### src/rtl/fir_fifo_consumer.sv
`default_nettype none
// ============================================================================
// Module   : fir_fifo_consumer
// Brief    : Serial-MAC FIR stage popping samples from the sample FIFO (read
//            clock domain), with a valid/ready result port.
//            Define FIR_SAT_EN to saturate the output instead of wrapping.
// Revision : 1.0 - initial release
// ============================================================================
module fir_fifo_consumer #(
    parameter int DWIDTH = 16,
    parameter int CWIDTH = 16,
    parameter int TAPS   = 16,
    parameter int TAP_AW = 4,
    parameter int OWIDTH = 16,
    parameter int SHIFT  = 15
) (
    input  logic              rd_clk,
    input  logic              areset_n,
    input  logic              fifo_empty,
    output logic              fifo_read,
    input  logic [DWIDTH-1:0] fifo_q,
    input  logic              coef_we,
    input  logic [TAP_AW-1:0] coef_addr,
    input  logic [CWIDTH-1:0] coef_data,
    output logic [OWIDTH-1:0] y_data,
    output logic              y_valid,
    input  logic              y_ready,
    output logic              busy
);

    localparam int c_PW = DWIDTH + CWIDTH;
    localparam int c_AW = c_PW + TAP_AW;

    localparam logic [1:0] c_IDLE = 2'd0;
    localparam logic [1:0] c_LOAD = 2'd1;
    localparam logic [1:0] c_MAC  = 2'd2;
    localparam logic [1:0] c_DONE = 2'd3;

    localparam logic [TAP_AW-1:0] c_LAST = TAP_AW'(TAPS - 1);
    localparam logic [TAP_AW:0]   c_TAPS = (TAP_AW + 1)'(TAPS);

    logic [1:0]               r_state;
    logic [1:0]               w_state_next;
    logic signed [DWIDTH-1:0] r_x    [0:TAPS-1];
    logic signed [CWIDTH-1:0] r_coef [0:TAPS-1];
    logic signed [c_AW-1:0]   r_acc;
    logic [TAP_AW-1:0]        r_k;
    logic [OWIDTH-1:0]        r_y_data;
    logic                     r_y_valid;

    logic signed [c_PW-1:0]   w_prod;
    logic signed [c_AW-1:0]   w_acc_next;
    logic [OWIDTH-1:0]        w_y_next;
    logic                     w_coef_wr;
    logic                     w_last_mac;

    assign w_prod     = r_coef[r_k] * r_x[r_k];
    assign w_acc_next = r_acc + c_AW'(w_prod);
    assign w_coef_wr  = coef_we && (r_state == c_IDLE) && ({1'b0, coef_addr} < c_TAPS);
    assign w_last_mac = (r_state == c_MAC) && (r_k == c_LAST);

`ifdef FIR_SAT_EN
    localparam logic signed [c_AW-1:0] c_OMAX = {{(c_AW - OWIDTH + 1){1'b0}}, {(OWIDTH - 1){1'b1}}};
    localparam logic signed [c_AW-1:0] c_OMIN = ~c_OMAX;

    logic signed [c_AW-1:0] w_shifted;

    always_comb begin
        w_shifted = w_acc_next >>> SHIFT;
        if (w_shifted > c_OMAX) begin
            w_y_next = {1'b0, {(OWIDTH - 1){1'b1}}};
        end else if (w_shifted < c_OMIN) begin
            w_y_next = {1'b1, {(OWIDTH - 1){1'b0}}};
        end else begin
            w_y_next = w_shifted[OWIDTH-1:0];
        end
    end
`else
    // Taking OWIDTH bits starting at SHIFT is the arithmetic shift with wrap.
    always_comb begin
        w_y_next = w_acc_next[SHIFT +: OWIDTH];
    end
`endif

    always_ff @(posedge rd_clk or negedge areset_n) begin
        if (!areset_n) begin
            r_state <= c_IDLE;
        end else begin
            r_state <= w_state_next;
        end
    end

    always_comb begin
        w_state_next = r_state;
        case (r_state)
            c_IDLE: if (!coef_we && !fifo_empty) w_state_next = c_LOAD;
            c_LOAD: w_state_next = c_MAC;
            c_MAC:  if (r_k == c_LAST) w_state_next = c_DONE;
            c_DONE: if (y_ready) w_state_next = c_IDLE;
            default: w_state_next = c_IDLE;
        endcase
    end

    // A coefficient write in IDLE defers the pop by one cycle.
    always_comb begin
        fifo_read = areset_n && (r_state == c_IDLE) && !coef_we && !fifo_empty;
        busy      = (r_state != c_IDLE);
    end

    always_ff @(posedge rd_clk or negedge areset_n) begin
        if (!areset_n) begin
            for (int i = 0; i < TAPS; i++) begin
                r_x[i]    <= '0;
                r_coef[i] <= '0;
            end
            r_acc     <= '0;
            r_k       <= '0;
            r_y_data  <= '0;
            r_y_valid <= 1'b0;
        end else begin
            if (w_coef_wr) begin
                r_coef[coef_addr] <= coef_data;
            end
            case (r_state)
                c_LOAD: begin
                    for (int i = 1; i < TAPS; i++) begin
                        r_x[i] <= r_x[i-1];
                    end
                    r_x[0] <= fifo_q;
                    r_acc  <= '0;
                    r_k    <= '0;
                end
                c_MAC: begin
                    r_acc <= w_acc_next;
                    r_k   <= r_k + 1'b1;
                    // Result is formed from the final sum so y_valid rises on DONE entry.
                    if (w_last_mac) begin
                        r_y_data  <= w_y_next;
                        r_y_valid <= 1'b1;
                    end
                end
                c_DONE: begin
                    if (y_ready) begin
                        r_y_valid <= 1'b0;
                    end
                end
                default: ;
            endcase
        end
    end

    assign y_data  = r_y_data;
    assign y_valid = r_y_valid;

endmodule
`default_nettype wire

### config.mk
export PLATFORM = sky130hd
export DESIGN_NAME = fir_fifo_consumer
export DESIGN_NICKNAME = d
export VERILOG_FILES = /design/src/rtl/fir_fifo_consumer.sv
export SDC_FILE = /design/constraint.sdc
export NUM_CORES = 2
export LEC_CHECK = 0
export CAP_MARGIN = 20
export CORE_ASPECT_RATIO = 1.25
export CORE_MARGIN = 1
export CORE_UTILIZATION = 50
export DETAILED_ROUTE_END_ITERATION = 7
export PLACE_DENSITY = 0.69
export SLEW_MARGIN = 20
export SYNTH_ARGS = -nofsm -noshare
export SYNTH_HDL_FRONTEND = slang
export SYNTH_SLANG_ARGS = --single-unit
export TNS_END_PERCENT = 1
### constraint.sdc
create_clock -name rd_clk -period 7.6 [get_ports rd_clk]
set_input_delay 1.52 -clock rd_clk [delete_from_list [all_inputs] [get_ports rd_clk]]
set_output_delay 1.52 -clock rd_clk [all_outputs]
set_load 0.05 [all_outputs]
==> flow_summary.html <==
<table>
<tr><th>Metric</th><th>Value</th></tr>
<tr><th colspan="2">Synthesis</th></tr>
<tr><td>Syn avg cell area</td><td>12.6 sq um</td></tr>
<tr><td>Flops &amp; latches, synth</td><td>566</td></tr>
<tr><td>Post-synthesis net count</td><td>3251</td></tr>
<tr><td>Async S/R FF share, synth</td><td>1.00</td></tr>
<tr><td>Post-Syn Area</td><td>35500 sq um</td></tr>
<tr><td>EDFF count, synth</td><td>0</td></tr>
<tr><td>Number of synthesis warnings</td><td>0</td></tr>
<tr><td>Dominant register cell in the synthesized netlist</td><td>dfrtp_1</td></tr>
<tr><td>Count of cell types in the netlist</td><td>54</td></tr>
<tr><td>Share of the yosys chip area belonging to registers</td><td>0.399</td></tr>
<tr><td>Gate count of the mapped netlist</td><td>2825</td></tr>
<tr><th colspan="2">Detailed routing</th></tr>
<tr><td>Initial DRT Pass Iterations</td><td>6</td></tr>
<tr><td>Wirelength, routed</td><td>84.6 mm</td></tr>
<tr><td>DRC violations left</td><td>0</td></tr>
<tr><td>Total routed wire length on the met1 layer</td><td>34.1 mm</td></tr>
<tr><td>Post-detailed-route wirelength per cell</td><td>21.2 um</td></tr>
<tr><td>First-iteration detailed-routing DRC count</td><td>1334</td></tr>
<tr><td>Highest metal layer with signal wires</td><td>met5</td></tr>
<tr><td>Number of antenna-violating nets in the routed design</td><td>0</td></tr>
<tr><td>Via-to-Cell Ratio</td><td>5.58</td></tr>
<tr><td>Routed length on met3</td><td>4.05 mm</td></tr>
<tr><td>Via count</td><td>22.3k</td></tr>
<tr><td>Sum of met2 wire segment lengths after detailed routing</td><td>43.7 mm</td></tr>
<tr><th colspan="2">CTS</th></tr>
<tr><td>Latest clock arrival within the worst-skew pair</td><td>650 ps</td></tr>
<tr><td>Clock transition at the register clock pins on the worst setup and hold paths after CTS</td><td>60 ps</td></tr>
<tr><td>Clock Tree Root</td><td>clkbuf_16</td></tr>
<tr><td>Clock sink count</td><td>566</td></tr>
<tr><td>Total of hold buffers inserted after clock tree synthesis</td><td>0</td></tr>
<tr><td>TritonCTS clock tree</td><td>built</td></tr>
<tr><td>CTS buffer count</td><td>57</td></tr>
<tr><td>Number of levels in the clock H-tree</td><td>2</td></tr>
<tr><td>Maximum count of clock buffers along a single path</td><td>3</td></tr>
<tr><th colspan="2">Floorplanning</th></tr>
<tr><td>I/O pin total</td><td>60</td></tr>
<tr><td>Area inside the core boundary</td><td>69700 sq um</td></tr>
<tr><td>Initial core utilization</td><td>0.509</td></tr>
<tr><td>DIE AREA</td><td>72000 sq um</td></tr>
<tr><td>Die Y-Extent</td><td>300 um</td></tr>
<tr><td>Number of rows in the core area</td><td>108</td></tr>
<tr><td>DIE WIDTH</td><td>240 um</td></tr>
<tr><th colspan="2">Place</th></tr>
<tr><td>Half-perimeter wire length after detailed placement</td><td>59.8 mm</td></tr>
<tr><td>Number of port buffers</td><td>59</td></tr>
<tr><td>Routability cong.</td><td>0.948</td></tr>
<tr><th colspan="2">STA</th></tr>
<tr><td>Setup violators final</td><td>1</td></tr>
<tr><td>Number of pins exceeding their max-slew limit in the final report</td><td>0</td></tr>
<tr><td>Maximum clock frequency</td><td>0.131 GHz</td></tr>
<tr><td>Worst-case setup margin in the final layout</td><td>-18.2 ps</td></tr>
<tr><td>Final critical-path required period</td><td>7620 ps</td></tr>
<tr><td>Setup repair after global routing missed its margin</td><td>true</td></tr>
<tr><td>Final Hold Viols</td><td>0</td></tr>
<tr><td>Headroom to the max-slew limit</td><td>0.229</td></tr>
<tr><td>Setup_tns</td><td>-18.2 ps</td></tr>
<tr><td>Period utilisation layout</td><td>1.00</td></tr>
<tr><td>Worst Skew</td><td>56.0 ps</td></tr>
<tr><td>Transition time at the pin with the least slew margin</td><td>1160 ps</td></tr>
<tr><th colspan="2">Worst hold path</th></tr>
<tr><td>Worst min-delay path class</td><td>register to register</td></tr>
<tr><th colspan="2">Critical path</th></tr>
<tr><td>Largest fanout on the critical path</td><td>8</td></tr>
<tr><td>Launch point of the worst reg-to-reg path</td><td>r_k[0]</td></tr>
<tr><td>Timing startpoint of the critical path</td><td>r_k[0]</td></tr>
<tr><td>Category of the critical setup timing path</td><td>register to register</td></tr>
<tr><td>Register-to-Register Setup Slack</td><td>-20 ps</td></tr>
<tr><td>Critical path required time</td><td>8080 ps</td></tr>
<tr><td>Number of cells on the worst reg-to-reg path</td><td>26</td></tr>
<tr><td>Timing endpoint of the critical path</td><td>y_data[9]</td></tr>
<tr><td>Data arrival time of the critical path</td><td>8100 ps</td></tr>
<tr><td>Crit Reg-Reg Endpoint</td><td>y_data[9]</td></tr>
<tr><td>Worst setup EP type</td><td>register</td></tr>
<tr><td>Sort of element at the start of the critical path</td><td>register</td></tr>
<tr><th colspan="2">Global routing</th></tr>
<tr><td>Total global routing track utilization</td><td>0.244</td></tr>
<tr><td>Number of global-route vias before repair</td><td>24.7k</td></tr>
<tr><td>Wire length of the first global-routing pass</td><td>136 mm</td></tr>
<tr><td>Maximum number of pins on one net before global-route repair</td><td>210</td></tr>
<tr><td>Remaining global-route overflow</td><td>0</td></tr>
<tr><td>Initial antenna violation count</td><td>2</td></tr>
<tr><th colspan="2">Final layout</th></tr>
<tr><td>Nets</td><td>3443</td></tr>
<tr><td>Share of cells above drive strength 1</td><td>0.344</td></tr>
<tr><td>Growth of design area from synthesis to finish</td><td>16.1%</td></tr>
<tr><th colspan="2">Flow run</th></tr>
<tr><td>Max-capacitance violation count</td><td>0</td></tr>
<tr><th colspan="2">Outcome</th></tr>
<tr><td>Outcome</td><td>finished, violations left</td></tr>
<tr><td>Violations in the final reports</td><td>negative setup slack</td></tr>
</table>
## layout make-up
class / instances / area (sq um)
inverter: 381 / 1430
antenna: 1 / 2.50
fill: 5556 / 28600
tap: 935 / 1170
clock inverter: 22 / 254
multi-input combinational: 1731 / 19600
sequential: 566 / 14200
timing repair buffer: 280 / 2880
clock buffer: 81 / 1620
## cell usage after synthesis, drive strengths merged, types with 4 or more instances
cell type    n  share of area
a31o         4        0.00099
o21ai       54         0.0077
xor2        13         0.0032
dfrtp      566           0.40
nand2      228          0.024
inv        381          0.040
o21a        11         0.0023
nor3         7        0.00099
xnor2       29         0.0072
o22ai       22         0.0039
nor2       174          0.018
and2         6         0.0011
nand3       38         0.0054
buf         27         0.0043
mux4       135          0.086
fa         285           0.16
a21o        11         0.0023
a211oi       6         0.0013
mux2       516           0.16
nor2b       13         0.0023
nand2b      12         0.0021
ha         100          0.035
a21oi       26         0.0037
clkbuf     120          0.013
or2          4        0.00071
## timing repair
action / CTS / global route
gates cloned: 2 / 6
endpoints found under the setup margin: 8 / 26
pin swaps: 1 / 32
setup buffers: 3 / 28
resized for setup: 13 / 59
## registers in the layout, summed over array words and instances, names as in the netlist
| signal | flops |
|---|---|
| r_coef | 256 |
| r_x | 256 |
| r_acc | 31 |
| y_data | 16 |
| r_k | 4 |
| r_state | 2 |
| y_valid | 1 |
## worst max-delay path, stage by stage (launching register included)
cell and delay, ps:
dfrtp_4 540, buf_6 170, clkbuf_16 160, mux4_2 490, mux4_2 640, buf_6 190, nor2b_1 140, fa_1 530
ha_1 150, inv_1 60, fa_1 480, fa_1 550, inv_1 50, fa_1 470, inv_1 40, fa_1 470
inv_1 40, ha_1 310, a21oi_2 190, o21ai_2 100, a211oi_2 300, o21ai_4 140, o41a_1 460, a21o_1 210
a21oi_2 170, xnor2_1 100, mux2_1 280
## routing by layer
metal	vias to the layer above	GRT usage
met4	4	0.0772
met5	-	0
met2	528	0.423
met1	11818	0.315
li1	9800	-
met3	152	0.0361
## logic make-up (layout without fill, tap and decap cells)
kind of cell,after synthesis,after routing,synth area share
other,0,1,0
DFF,566,566,0.399
buffers and inverters,528,764,0.0574
xor gates and xnor gates,42,42,0.0104
AOI/OAI and AO/OA,157,157,0.0290
adders and majority gates,385,385,0.196
and+or+nand+nor,494,494,0.0574
muxes,653,653,0.250
## through the flow
step                      area [sq um]  instances  hold WS (ps)  setup slack, ps   util
after floorplan                  35600       2825           474             10.5      -
after global placement           38500       3854           470            -29.7  0.552
after detailed placement         38500       3855           482            -99.1  0.552
after CTS                        40500       3963           496            -12.4  0.581
after global routing             41200       3996           511             -250  0.590
final                            41200       3997           485            -18.2  0.590
## cells in the final DEF (no fill, tap or decap), types with 10 or more instances in the layout
cell and n:
o22ai_1 22, nor2b_1 13, dfrtp_1 562, a21oi_1 20, ha_1 91, o21ai_2 14
fa_1 279, o21ai_0 19, a21o_1 11, nor2_1 165, inv_2 17, mux2_2 514
buf_12 29, clkbuf_16 63, buf_6 16, clkbuf_8 10, xor2_1 13, inv_1 364
buf_4 164, nand2_1 224, nand3_1 35, xnor2_1 28, clkbuf_1 14, nand2b_1 12
o21ai_1 17, clkdlybuf4s50_1 58, mux4_2 135, clkinv_2 10
## worst min-delay path by stage
stage                  endpoint  depth (start not counted)  slack (ps)        start
finish                y_data[4]                          2         480    y_data[4]
floorplan           r_coef[213]                          1         470  r_coef[213]
CTS                   y_data[3]                          2         500    y_data[3]
global placement     y_data[10]                          2         470   y_data[10]
global route         r_coef[64]                          1         510   r_coef[64]
detailed placement    y_data[3]                          2         480    y_data[3]
Power is not shown: default switching activity piles up to over one toggle a cycle in this logic, so the estimate is an artifact.
